`config.mk`:
```
export PLATFORM = sky130hd
export DESIGN_NAME = key_press_conditioner
export DESIGN_NICKNAME = d
export VERILOG_FILES = /design/src/rtl/key_cond_pkg.sv /design/src/rtl/sync_2ff.sv /design/src/rtl/key_press_conditioner.sv
export SDC_FILE = /design/constraint.sdc
export NUM_CORES = 1
export LEC_CHECK = 0
export CORE_MARGIN = 1
export CORE_UTILIZATION = 54
export DETAILED_ROUTE_END_ITERATION = 6
export GPL_TIMING_DRIVEN = 0
export PLACE_DENSITY_LB_ADDON = 0.08
export SYNTH_ARGS = -nofsm -noshare
export SYNTH_HDL_FRONTEND = slang
export SYNTH_SLANG_ARGS = --single-unit
export TNS_END_PERCENT = 50
```
`constraint.sdc`:
```
create_clock -name clk -period 2.38 [get_ports clk]
set_input_delay 0.357 -clock clk [delete_from_list [all_inputs] [get_ports clk]]
set_output_delay 0.357 -clock clk [all_outputs]
set_load 0.01 [all_outputs]
```
`src/rtl/key_cond_pkg.sv`:
```
// rtl/key_cond_pkg.sv - shared types and helpers for the key press conditioner
package key_cond_pkg;

  typedef enum logic [2:0] {
    IDLE,
    PRESS_WAIT,
    HELD_DELAY,
    HELD_REPEAT,
    RELEASE_WAIT
  } key_state_t;

  function automatic int max3(input int a, input int b, input int c);
    int m;
    m = a;
    if (b > m) m = b;
    if (c > m) m = c;
    return m;
  endfunction

endpackage

```
`src/rtl/sync_2ff.sv`:
```
// rtl/sync_2ff.sv - two-flop synchronizer for a single asynchronous bit
module sync_2ff (
  input  logic clk,
  input  logic resetN,
  input  logic d,
  output logic q
);

  logic meta;

  always_ff @(posedge clk or negedge resetN) begin
    if (!resetN) begin
      meta <= 1'b0;
      q    <= 1'b0;
    end else begin
      meta <= d;
      q    <= meta;
    end
  end

endmodule

```
`src/rtl/key_press_conditioner.sv`:
```
// rtl/key_press_conditioner.sv - debounces a raw key and generates press, release and auto-repeat pulses
module key_press_conditioner
  import key_cond_pkg::*;
#(
  parameter int DEBOUNCE_CYCLES = 500000,
  parameter int REPEAT_DELAY    = 25000000,
  parameter int REPEAT_PERIOD   = 5000000
) (
  input  logic clk,
  input  logic resetN,
  input  logic key_raw,
  input  logic repeat_en,
  output logic key_level,
  output logic press_pulse,
  output logic release_pulse,
  output logic repeat_pulse,
  output logic key_event
);

  localparam int CNT_BITS = $clog2(max3(DEBOUNCE_CYCLES, REPEAT_DELAY, REPEAT_PERIOD)) + 1;

  localparam logic [CNT_BITS-1:0] DB_LAST = CNT_BITS'(DEBOUNCE_CYCLES - 1);
  localparam logic [CNT_BITS-1:0] RD_LAST = CNT_BITS'(REPEAT_DELAY - 1);
  localparam logic [CNT_BITS-1:0] RP_LAST = CNT_BITS'(REPEAT_PERIOD - 1);

  logic                ks;
  key_state_t          state, state_n;
  logic [CNT_BITS-1:0] cnt, cnt_n;
  logic                level_n, press_n, release_n, repeat_n;

  sync_2ff u_sync (
    .clk    (clk),
    .resetN (resetN),
    .d      (key_raw),
    .q      (ks)
  );

  // Priority in every held state: key released, then repeat disabled, then terminal count.
  always_comb begin
    state_n   = state;
    cnt_n     = cnt;
    level_n   = key_level;
    press_n   = 1'b0;
    release_n = 1'b0;
    repeat_n  = 1'b0;
    case (state)
      IDLE: begin
        level_n = 1'b0;
        if (ks) begin
          state_n = PRESS_WAIT;
          cnt_n   = '0;
        end
      end
      PRESS_WAIT: begin
        if (!ks) begin
          state_n = IDLE;
          cnt_n   = '0;
        end else if (cnt == DB_LAST) begin
          state_n = HELD_DELAY;
          cnt_n   = '0;
          level_n = 1'b1;
          press_n = 1'b1;
        end else begin
          cnt_n = cnt + 1'b1;
        end
      end
      HELD_DELAY: begin
        if (!ks) begin
          state_n = RELEASE_WAIT;
          cnt_n   = '0;
        end else if (!repeat_en) begin
          cnt_n = '0;
        end else if (cnt == RD_LAST) begin
          state_n  = HELD_REPEAT;
          cnt_n    = '0;
          repeat_n = 1'b1;
        end else begin
          cnt_n = cnt + 1'b1;
        end
      end
      HELD_REPEAT: begin
        if (!ks) begin
          state_n = RELEASE_WAIT;
          cnt_n   = '0;
        end else if (!repeat_en) begin
          state_n = HELD_DELAY;
          cnt_n   = '0;
        end else if (cnt == RP_LAST) begin
          cnt_n    = '0;
          repeat_n = 1'b1;
        end else begin
          cnt_n = cnt + 1'b1;
        end
      end
      RELEASE_WAIT: begin
        // A return to high here is contact bounce: resume holding and restart the repeat delay.
        if (ks) begin
          state_n = HELD_DELAY;
          cnt_n   = '0;
        end else if (cnt == DB_LAST) begin
          state_n   = IDLE;
          cnt_n     = '0;
          level_n   = 1'b0;
          release_n = 1'b1;
        end else begin
          cnt_n = cnt + 1'b1;
        end
      end
      default: begin
        state_n = IDLE;
        cnt_n   = '0;
        level_n = 1'b0;
      end
    endcase
  end

  always_ff @(posedge clk or negedge resetN) begin
    if (!resetN) begin
      state         <= IDLE;
      cnt           <= '0;
      key_level     <= 1'b0;
      press_pulse   <= 1'b0;
      release_pulse <= 1'b0;
      repeat_pulse  <= 1'b0;
      key_event     <= 1'b0;
    end else begin
      state         <= state_n;
      cnt           <= cnt_n;
      key_level     <= level_n;
      press_pulse   <= press_n;
      release_pulse <= release_n;
      repeat_pulse  <= repeat_n;
      key_event     <= press_n | repeat_n;
    end
  end

endmodule
```
==> flow_metrics.py, run 1 <==
metrics = {
    "synthesis": {
        "yosysSeqAreaShare_pct": 44.3,
        "syn_nets": 229,
        "ys_types": 44,
        "synth.most_common_cell": "dfrtp_1",
        "syn_area_per_cell_um2": 9.08,
        "yosys-top-cells-area": "dfrtp_1 (44%), o21ai_0 (5.7%), nand2_1 (4.1%), or3_1 (4.0%), nand3_1 (3.2%)",
        "ys_async_sr_fraction_pct": 100,
        "ys_warn_count": 0,
        "synth_largest_area_cell": "dfrtp_1",
        "synth_enable_flop_cells": 0,
        "yosys.area.top_type_share_pct": 44.3,
        "synthCells": 224,
        "ys_dominant_reg_cell": "dfrtp_1",
        "yosys-top-cells-count": "dfrtp_1 (36), o21ai_0 (23), nand2_1 (22), nand3_1 (13), or3_1 (13)",
        "syn_area_mm2": 0.00203,
        "synth-seq-cells": 36,
    },
    "status": {
        "status": "complete, but fails checks",
        "violations": "negative setup slack",
    },
    "pwr": {
        "leakagePower_nw": 1.03,
        "p_per_area_mw_per_mm2": 464,
        "ir_drop_mv": 0.342,
        "total_power_mw": 1.21,
    },
    "grt": {
        "grt_use_met1_pct": 37.4,
        "grt_pass1_wl_mm": 8.93,
        "grt-busiest-layer": "met2",
        "grt_util_met2_pct": 44.5,
        "grt_max_degree": 37,
        "antenna_found_initial": 0,
        "grt_usage_pct": 29.2,
        "grt-ovfl-total": 0,
        "grt_pass1_vias": 1925,
        "gr-usage-met3_pct": 7.43,
    },
    "finish": {
        "multiInputGateArea_mm2": 0.00117,
        "fill_cells": 234,
        "final-seq-area_um2": 906,
        "layout.nets": 260,
        "drive_gt1_share_pct": 25.8,
        "stdcell_area_mm2": 0.00260,
        "syn_to_final_growth_pct": 27.9,
        "antennaDiodeCount": 0,
    },
    "clock_network": {
        "clkTransAtPathRegs_ns": 0.08,
        "htree_levels": 2,
        "cts_buffers": 5,
        "ctsHoldBuffers": 0,
        "clkSinkCount": 36,
        "clock_tree.buffer_depth": 2,
        "clockRootBuffer": "clkbuf_8",
        "worstSkewPairLatency_ns": 0.31,
        "cts_tree": "done",
    },
    "setup_path": {
        "reg2reg_depth": 7,
        "worstReg2RegEnd": "cnt[11]",
        "critical_path_class": "reg2reg",
        "crit_path_start_kind": "flip-flop",
        "end_kind": "flip-flop",
        "critPathArrivalTime_ns": 2.62,
        "worstPathMaxFanout": 5,
        "reg2reg_from": "cnt[13]",
        "critPathRequiredTime_ns": 2.57,
        "ff2ff_setup_slack_ns": -0.05,
    },
    "routing": {
        "wl_per_cell_um": 18.7,
        "drt_iter0_drc": 143,
        "viasPerCell": 6.75,
        "drt_drc_violations_left": 0,
        "dr_total_vias": 2039,
        "routed_wl_mm": 5.64,
        "dr.pass1.iters": 4,
        "ant_nets": 0,
    },
    "floorplan": {
        "io_pins": 9,
        "start_util_pct": 58.6,
        "die_y_um": 63.4,
        "die_w_um": 63.4,
        "dieArea_mm2": 0.00401,
        "rows": 21,
        "coreArea_mm2": 0.00347,
    },
    "timing": {
        "fin_crit_sh_pct": 102,
        "max_freq_mhz": 412,
        "finalSetupViolations": 13,
        "hold_violations": 0,
        "relSlewSlack_pct": 43.5,
        "slew_viol_final": 0,
        "setup_ws_ns": -0.0488,
        "grt_setup_unrepaired": "yes",
        "tightest_slew_ns": 0.841,
        "setup_tns_ns": -0.376,
        "skew_ns": 0.00670,
        "min_period_ns": 2.43,
    },
    "placement": {
        "dpl_cell_area_mm2": 0.00217,
        "hpwl_mm": 3.35,
        "gp_routability_congestion": 0.880,
        "port-buffer-count": 8,
    },
    "flow_run": {
        "drv_cap": 0,
    },
    "hold_path": {
        "hp-class": "in2async",
    },
}
[flip-flops by register name, summed over array words and instances, names as in the netlist]
| register | cells |
|---|---|
| press_pulse | 1 |
| release_pulse | 1 |
| key_level | 1 |
| u_sync.meta | 1 |
| state | 3 |
| repeat_pulse | 1 |
| key_event | 1 |
| cnt | 26 |
| u_sync.q | 1 |
[power breakdown]
part | total, mW | internal, mW | switching, mW
Combinational | 0.106 | 0.0468 | 0.0592
Clock | 0.478 | 0.234 | 0.244
Sequential | 0.623 | 0.617 | 0.00680
[area by class of cell]
class / count / share of cell area (%)
Buffer: 9 / 3.03
Clock buffer: 6 / 3.18
Clock inverter: 2 / 0.577
Inverter: 5 / 0.722
Multi-Input combinational cell: 170 / 45.0
Sequential cell: 36 / 34.8
Tap cell: 46 / 2.21
Timing Repair Buffer: 28 / 10.4
[layout by cell type, fill, tap and decap left out, types with 4 or more instances in the layout]
cell type	synthesis	routed
o21ai_2	0	4
o21ai_1	7	9
inv_1	5	5
a21o_1	7	7
buf_6	3	5
nand3_1	13	12
clkbuf_1	6	4
clkbuf_8	0	6
dfrtp_1	36	32
nor2_1	12	12
clkdlybuf4s50_1	0	7
a21oi_1	4	4
nor4_1	8	4
buf_4	2	16
or3_1	13	10
dfrtp_2	0	4
or4_1	4	4
nand4_1	7	7
nand2_1	22	22
o21ai_0	23	17
[worst max path at each step]
| stage | endpoint | start | depth (start not counted) |
|---|---|---|---|
| 6_report | cnt[11] | cnt[13] | 7 |
| 5_1_grt | cnt[12] | cnt[13] | 8 |
| 4_1_cts | cnt[23] | cnt[23] | 7 |
| 3_5_place_dp | cnt[24] | cnt[12] | 9 |
| 3_3_place_gp | cnt[20] | cnt[12] | 9 |
| 2_1_floorplan | cnt[20] | cnt[12] | 9 |
[per-layer routing]
metal  routed length, um  vias up
li1                    -      909
met1                2290      983
met2                2720      123
met3                 477       24
met4                 150        0
met5                   0        -
[cells by family after synthesis]
logic type | count (synthesis) | synth area share, %
AOI/OAI and AO/OA | 59 | 18.3
adders and majority gates | 1 | 0.615
buffers and inverters | 18 | 4.92
DFF | 36 | 44.3
muxes | 2 | 0.985
and+or+nand+nor | 108 | 30.9
[what timing repair did]
action	CTS	global route
cloned	1	1
setup buffers	12	6
gates resized for setup	21	24
pin swaps	8	16
endpoints found under the setup margin	26	26
endpoints found under the hold margin	0	0
[critical path, cell delays in order, from the launching register on]
cell and delay, ns:
dfrtp_2 0.43, or4bb_4 0.56, nor4_4 0.32, a211oi_2 0.13
a211oi_4 0.34, and2_4 0.29, buf_4 0.15, o21ai_0 0.09
[through the flow]
step / setup WS (ns) / utilization, % / hold slack [ns] / cells
detailed placement: -0.217 / 62.4 / 0.342 / 278
CTS: -0.0156 / 70.9 / 0.152 / 298
global placement: -0.119 / 62.6 / 0.336 / 278
global route: -0.132 / 75.0 / 0.186 / 302
floorplan: 0.119 / - / 0.0614 / 224
finish: -0.0488 / 75.0 / 0.118 / 302
(Power assumes the default switching activity.)
==> run 2: changes to the inputs <==
Clock period 2.38 ns to 2 ns, I/O delays scaled along.
==> run 2 against run 1 <==
  * The run still ends with negative setup slack left
  * Non-clock buffer count decreased by 2
  * Register-to-register slack got worse by 0.31 ns
  * Worst hold slack worse by 0.037 ns
  * Utilization up 0.65 points
  * Highest routed layer unchanged
  * Wire length increased by 4.4%
  * Largest cell class unchanged
  * Design area up 0.87%
  * Power up 12%
  * Largest power group unchanged
==> flow_metrics.py, run 2 (synthesis results as in run 1) <==
metrics = {
    "status": {
        "status": "complete, but fails checks",
        "violations": "negative setup slack",
    },
    "clock_network": {
        "worstSkewPairLatency_ns": 0.29,
        "htree_levels": 2,
        "clkSinkCount": 36,
        "clkTransAtPathRegs_ns": 0.07,
        "cts_buffers": 5,
        "clockRootBuffer": "clkbuf_8",
        "cts_tree": "done",
        "clock_tree.buffer_depth": 2,
        "ctsHoldBuffers": 0,
    },
    "finish": {
        "final_common_cell": "dfrtp_1",
        "layout.nets": 258,
        "final-seq-area_um2": 908,
        "top_register": "cnt",
        "final_cell_mix": "dfrtp_1 (30), nand2_1 (21), buf_4 (15), o21ai_0 (15)",
        "syn_to_final_growth_pct": 29.0,
        "drive_gt1_share_pct": 28.7,
        "largest_register_ff_count": 26,
        "reg_top3": "cnt x26, state x3",
        "multiInputGateArea_mm2": 0.00122,
        "fill_cells": 243,
        "antennaDiodeCount": 0,
        "final_util_pct": 75.6,
    },
    "timing": {
        "grt_setup_unrepaired": "yes",
        "relSlewSlack_pct": 47.5,
        "tightest_slew_ns": 0.781,
        "fin_crit_sh_pct": 118,
        "min_period_ns": 2.36,
        "slew_viol_final": 0,
        "hold_violations": 0,
        "max_freq_mhz": 425,
        "finalSetupViolations": 26,
        "fin_hold_ws_ns": 0.0809,
        "setup_ws_ns": -0.355,
        "skew_ns": 0.00967,
    },
    "setup_path": {
        "critPathRequiredTime_ns": 2.15,
        "crit_path_start_kind": "flip-flop",
        "end_kind": "flip-flop",
        "critical_path_class": "reg2reg",
        "worstPathMaxFanout": 5,
        "critPathArrivalTime_ns": 2.51,
    },
    "grt": {
        "grt_use_met1_pct": 41.8,
        "grt_max_degree": 37,
        "grt-ovfl-total": 0,
        "grt_usage_pct": 32.5,
        "antenna_found_initial": 0,
        "grt_util_met2_pct": 52.9,
        "grt-busiest-layer": "met2",
        "grt_pass1_wl_mm": 9.86,
        "gr-usage-met3_pct": 6.52,
        "grt_pass1_vias": 2012,
    },
    "routing": {
        "wl_per_cell_um": 19.8,
        "drt_drc_violations_left": 0,
        "viasPerCell": 6.99,
        "ant_nets": 0,
        "routed_wl_mm": 5.89,
        "dr.pass1.iters": 6,
        "dr_total_vias": 2077,
        "drt_iter0_drc": 287,
    },
    "pwr": {
        "p_per_area_mw_per_mm2": 516,
        "leakagePower_nw": 1.04,
        "ir_drop_mv": 0.333,
    },
    "floorplan": {
        "dieArea_mm2": 0.00401,
        "rows": 21,
        "die_w_um": 63.4,
        "io_pins": 9,
        "start_util_pct": 58.6,
        "die_y_um": 63.4,
        "coreArea_mm2": 0.00347,
    },
    "hold_path": {
        "hp-class": "in2async",
    },
    "placement": {
        "port-buffer-count": 8,
        "hpwl_mm": 3.49,
        "gp_routability_congestion": 0.876,
    },
    "flow_run": {
        "drv_cap": 0,
    },
}
[run 2: cell type report]
class / count / share of cell area (%)
Multi-Input combinational cell: 170 / 46.6
Sequential cell: 36 / 34.6
Timing Repair Buffer: 28 / 10.7
Clock buffer: 5 / 2.62
Buffer: 7 / 2.58
Tap cell: 46 / 2.19
Inverter: 5 / 0.716
[run 2: report_power, final]
group | internal, mW | total, mW | switching (mW)
clock | 0.224 | 0.464 | 0.240
sequential | 0.735 | 0.746 | 0.0115
combinational | 0.0648 | 0.142 | 0.0771
[run 2: worst paths after layout]
check	startpoint	to	slack, ns	cells past startpoint
setup / recovery	cnt[9]	cnt[24]	-0.36	7
hold / removal	resetN	cnt[7]	0.08	1
setup reg to reg	cnt[9]	cnt[24]	-0.36	7
hold reg to reg	u_sync.meta	u_sync.q	0.36	0
max in group asynchronous	resetN	cnt[21]	1.36	1
min in group clk	u_sync.meta	u_sync.q	0.36	0
[run 2: per-stage QoR]
step / TNS, ns / power, mW / instance area [um^2] / cells / setup WS (ns)
after global routing: -8.95 / 1.39 / 2620 / 297 / -0.391
after CTS: -6.26 / 1.33 / 2530 / 296 / -0.286
final: -7.86 / 1.35 / 2620 / 297 / -0.355
after floorplan: -4.22 / 0.805 / 2050 / 224 / -0.215
after global placement: -15.44 / 0.841 / 2190 / 278 / -0.536
after detailed placement: -13.32 / 0.843 / 2190 / 278 / -0.595
[run 2: repair_timing]
item,CTS,global route
setup endpoints to repair,28,29
setup buffers,14,4
pin swaps,11,8
resized for setup,33,23
cloned,2,0
[run 2: worst max-delay path: stages (launching register included)]
cell,delay [ns]
dfrtp_1,0.40
or4bb_1,0.54
nor4_4,0.30
a211oi_2,0.16
a211oi_4,0.31
and2_4,0.29
buf_8,0.14
o22ai_2,0.08
[run 2: per-layer routing]
layer,vias up,share of wire (%),routed length (um)
met1,1023,40,2350
met5,-,0,0
met2,120,49,2880
met3,35,7.8,460
met4,0,3.3,193
li1,899,-,-
==> run 3: changes to the inputs <==
Settings changed: CORE_UTILIZATION 54 to 58, SKIP_CTS_REPAIR_TIMING set to 1, SLEW_MARGIN set to 0.
Clock period 2 ns to 2.6 ns, I/O delays scaled along.
==> run 3 against run 2 <==
  * The flow now finishes without violations
  * Power is 29% lower
  * Utilization shrank 5.8 points
  * First-iteration DRC count fell by 31%
  * Fmax shrank 5.4%
  * Sequential cell count stayed put
  * Critical endpoint is now cnt[12]
==> flow_metrics.py, run 3 (synthesis results as in run 1) <==
metrics = {
    "setup_path": {
        "ff2ff_setup_slack_ns": 0.11,
        "worstPathMaxFanout": 10,
        "critical_path_class": "reg2reg",
        "critPathArrivalTime_ns": 2.72,
        "crit_top_cell": "buf_6",
        "end_kind": "flip-flop",
        "critPathRequiredTime_ns": 2.83,
        "max_stage_delay_ns": 0.48,
        "crit_path_start_kind": "flip-flop",
        "critPathTopFamily": "simple AND/OR/NAND/NOR gates",
        "critPathSlowestCell": "or3_1",
        "crit_path_cell_trace": "or3_1 -> nor3_4 -> nand3_1 -> a211oi_4 -> buf_4 -> buf_6 -> buf_6 -> o211ai_1 -> o21a_1",
        "crit_buf_inv": 3,
    },
    "finish": {
        "fill_cells": 274,
        "reg_top3": "cnt x26, state x3",
        "antennaDiodeCount": 0,
        "syn_to_final_growth_pct": 14.5,
        "final_common_cell": "dfrtp_1",
        "drive_gt1_share_pct": 12.7,
        "final-seq-area_um2": 901,
        "fin_cells": 291,
        "final_util_pct": 69.8,
        "final_cell_mix": "dfrtp_1 (36), o21ai_0 (23), nand2_1 (22)",
        "largest_register_ff_count": 26,
        "top_register": "cnt",
        "layout.nets": 249,
        "multiInputGateArea_mm2": 0.00109,
    },
    "placement": {
        "hpwl_mm": 3.30,
        "dp.cells": 278,
        "port-buffer-count": 8,
        "gp_routability_congestion": 0.889,
    },
    "clock_network": {
        "clockRootBuffer": "clkbuf_4",
        "clkSinkCount": 36,
        "cts_tree": "done",
        "cts_buffers": 5,
        "clkTransAtPathRegs_ns": 0.11,
        "worstSkewPairLatency_ns": 0.35,
        "clock_tree.buffer_depth": 2,
        "htree_levels": 2,
    },
    "timing": {
        "max_freq_mhz": 402,
        "fin_crit_sh_pct": 95.8,
        "relSlewSlack_pct": 44.2,
        "grt_setup_unrepaired": "no",
        "tightest_slew_ns": 0.829,
        "fin_hold_ws_ns": 0.107,
        "finalSetupViolations": 0,
        "skew_ns": 0.0123,
        "min_period_ns": 2.49,
        "slew_viol_final": 0,
        "hold_violations": 0,
    },
    "pwr": {
        "total_power_uw": 954,
        "power_frac_seq_pct": 59.6,
        "clkPwrFrac_pct": 32.8,
        "netSwitchingPower_uw": 231,
        "p_sw_share_pct": 24.2,
        "pwr-share-comb_pct": 7.6,
        "p_int_uw": 723,
        "leakagePower_nw": 0.912,
        "p_per_area_mw_per_mm2": 410,
        "ir_drop_mv": 0.223,
    },
    "routing": {
        "ant_nets": 0,
        "dr.pass1.iters": 4,
        "wl_per_cell_um": 16.7,
        "drt_drc_violations_left": 0,
        "routed_wl_mm": 4.86,
        "dr_total_vias": 1878,
        "drt_iter0_drc": 197,
        "viasPerCell": 6.45,
    },
    "grt": {
        "grt_usage_pct": 28.5,
        "grt_pass1_vias": 1684,
        "grt-ovfl-total": 0,
        "grt_max_degree": 37,
        "grt_pass1_wl_mm": 7.73,
        "antenna_found_initial": 0,
    },
    "hold_path": {
        "hp-class": "in2async",
    },
    "floorplan": {
        "dieArea_mm2": 0.00375,
        "die_w_um": 61.2,
        "start_util_pct": 60.9,
        "io_pins": 9,
        "die_y_um": 61.2,
        "coreArea_mm2": 0.00334,
        "rows": 21,
    },
    "flow_run": {
        "drv_cap": 0,
    },
    "status": {
        "status": "finished clean",
    },
}
[run 3: layout make-up]
| class | instances | share of cell area (%) |
|---|---|---|
| Clock buffer | 8 | 2.53 |
| Tap cell | 46 | 2.47 |
| Buffer | 13 | 3.76 |
| Multi-Input combinational cell | 170 | 46.9 |
| Inverter | 5 | 0.806 |
| Sequential cell | 36 | 38.7 |
| Timing Repair Buffer | 13 | 4.84 |
[run 3: through the flow]
step	setup WS, ns	setup TNS (ns)	instance area (um^2)
floorplan	0.339	0	2030
global placement	0.0968	0	2170
detailed placement	0.0557	0	2170
CTS	-0.000959	-0.000959	2220
global route	0.00405	0	2330
finish	0.110	0	2330
[run 3: power groups by stage]
stage	Combinational (mW)	Sequential [mW]	Clock (mW)
3_5_place_dp	0.0675	0.579	0
4_1_cts	0.0677	0.568	0.322
3_3_place_gp	0.0666	0.579	0
2_1_floorplan	0.0402	0.579	0
5_1_grt	0.0806	0.569	0.346
6_report	0.0725	0.568	0.313
[run 3: final timing paths]
path                        startpoint  cells past startpoint           to
min in group clk           u_sync.meta                      0     u_sync.q
min                             resetN                      1  press_pulse
min reg2reg                u_sync.meta                      0     u_sync.q
max                             cnt[6]                      9      cnt[12]
max reg2reg                     cnt[6]                      9      cnt[12]
max in group asynchronous       resetN                      1      cnt[24]
[run 3: per-layer routing]
layer / track usage, % / wire (um)
met3: 4.83 / 285
met1: 38.6 / 2100
met5: 0 / 0
met2: 43.5 / 2350
met4: 15.3 / 121
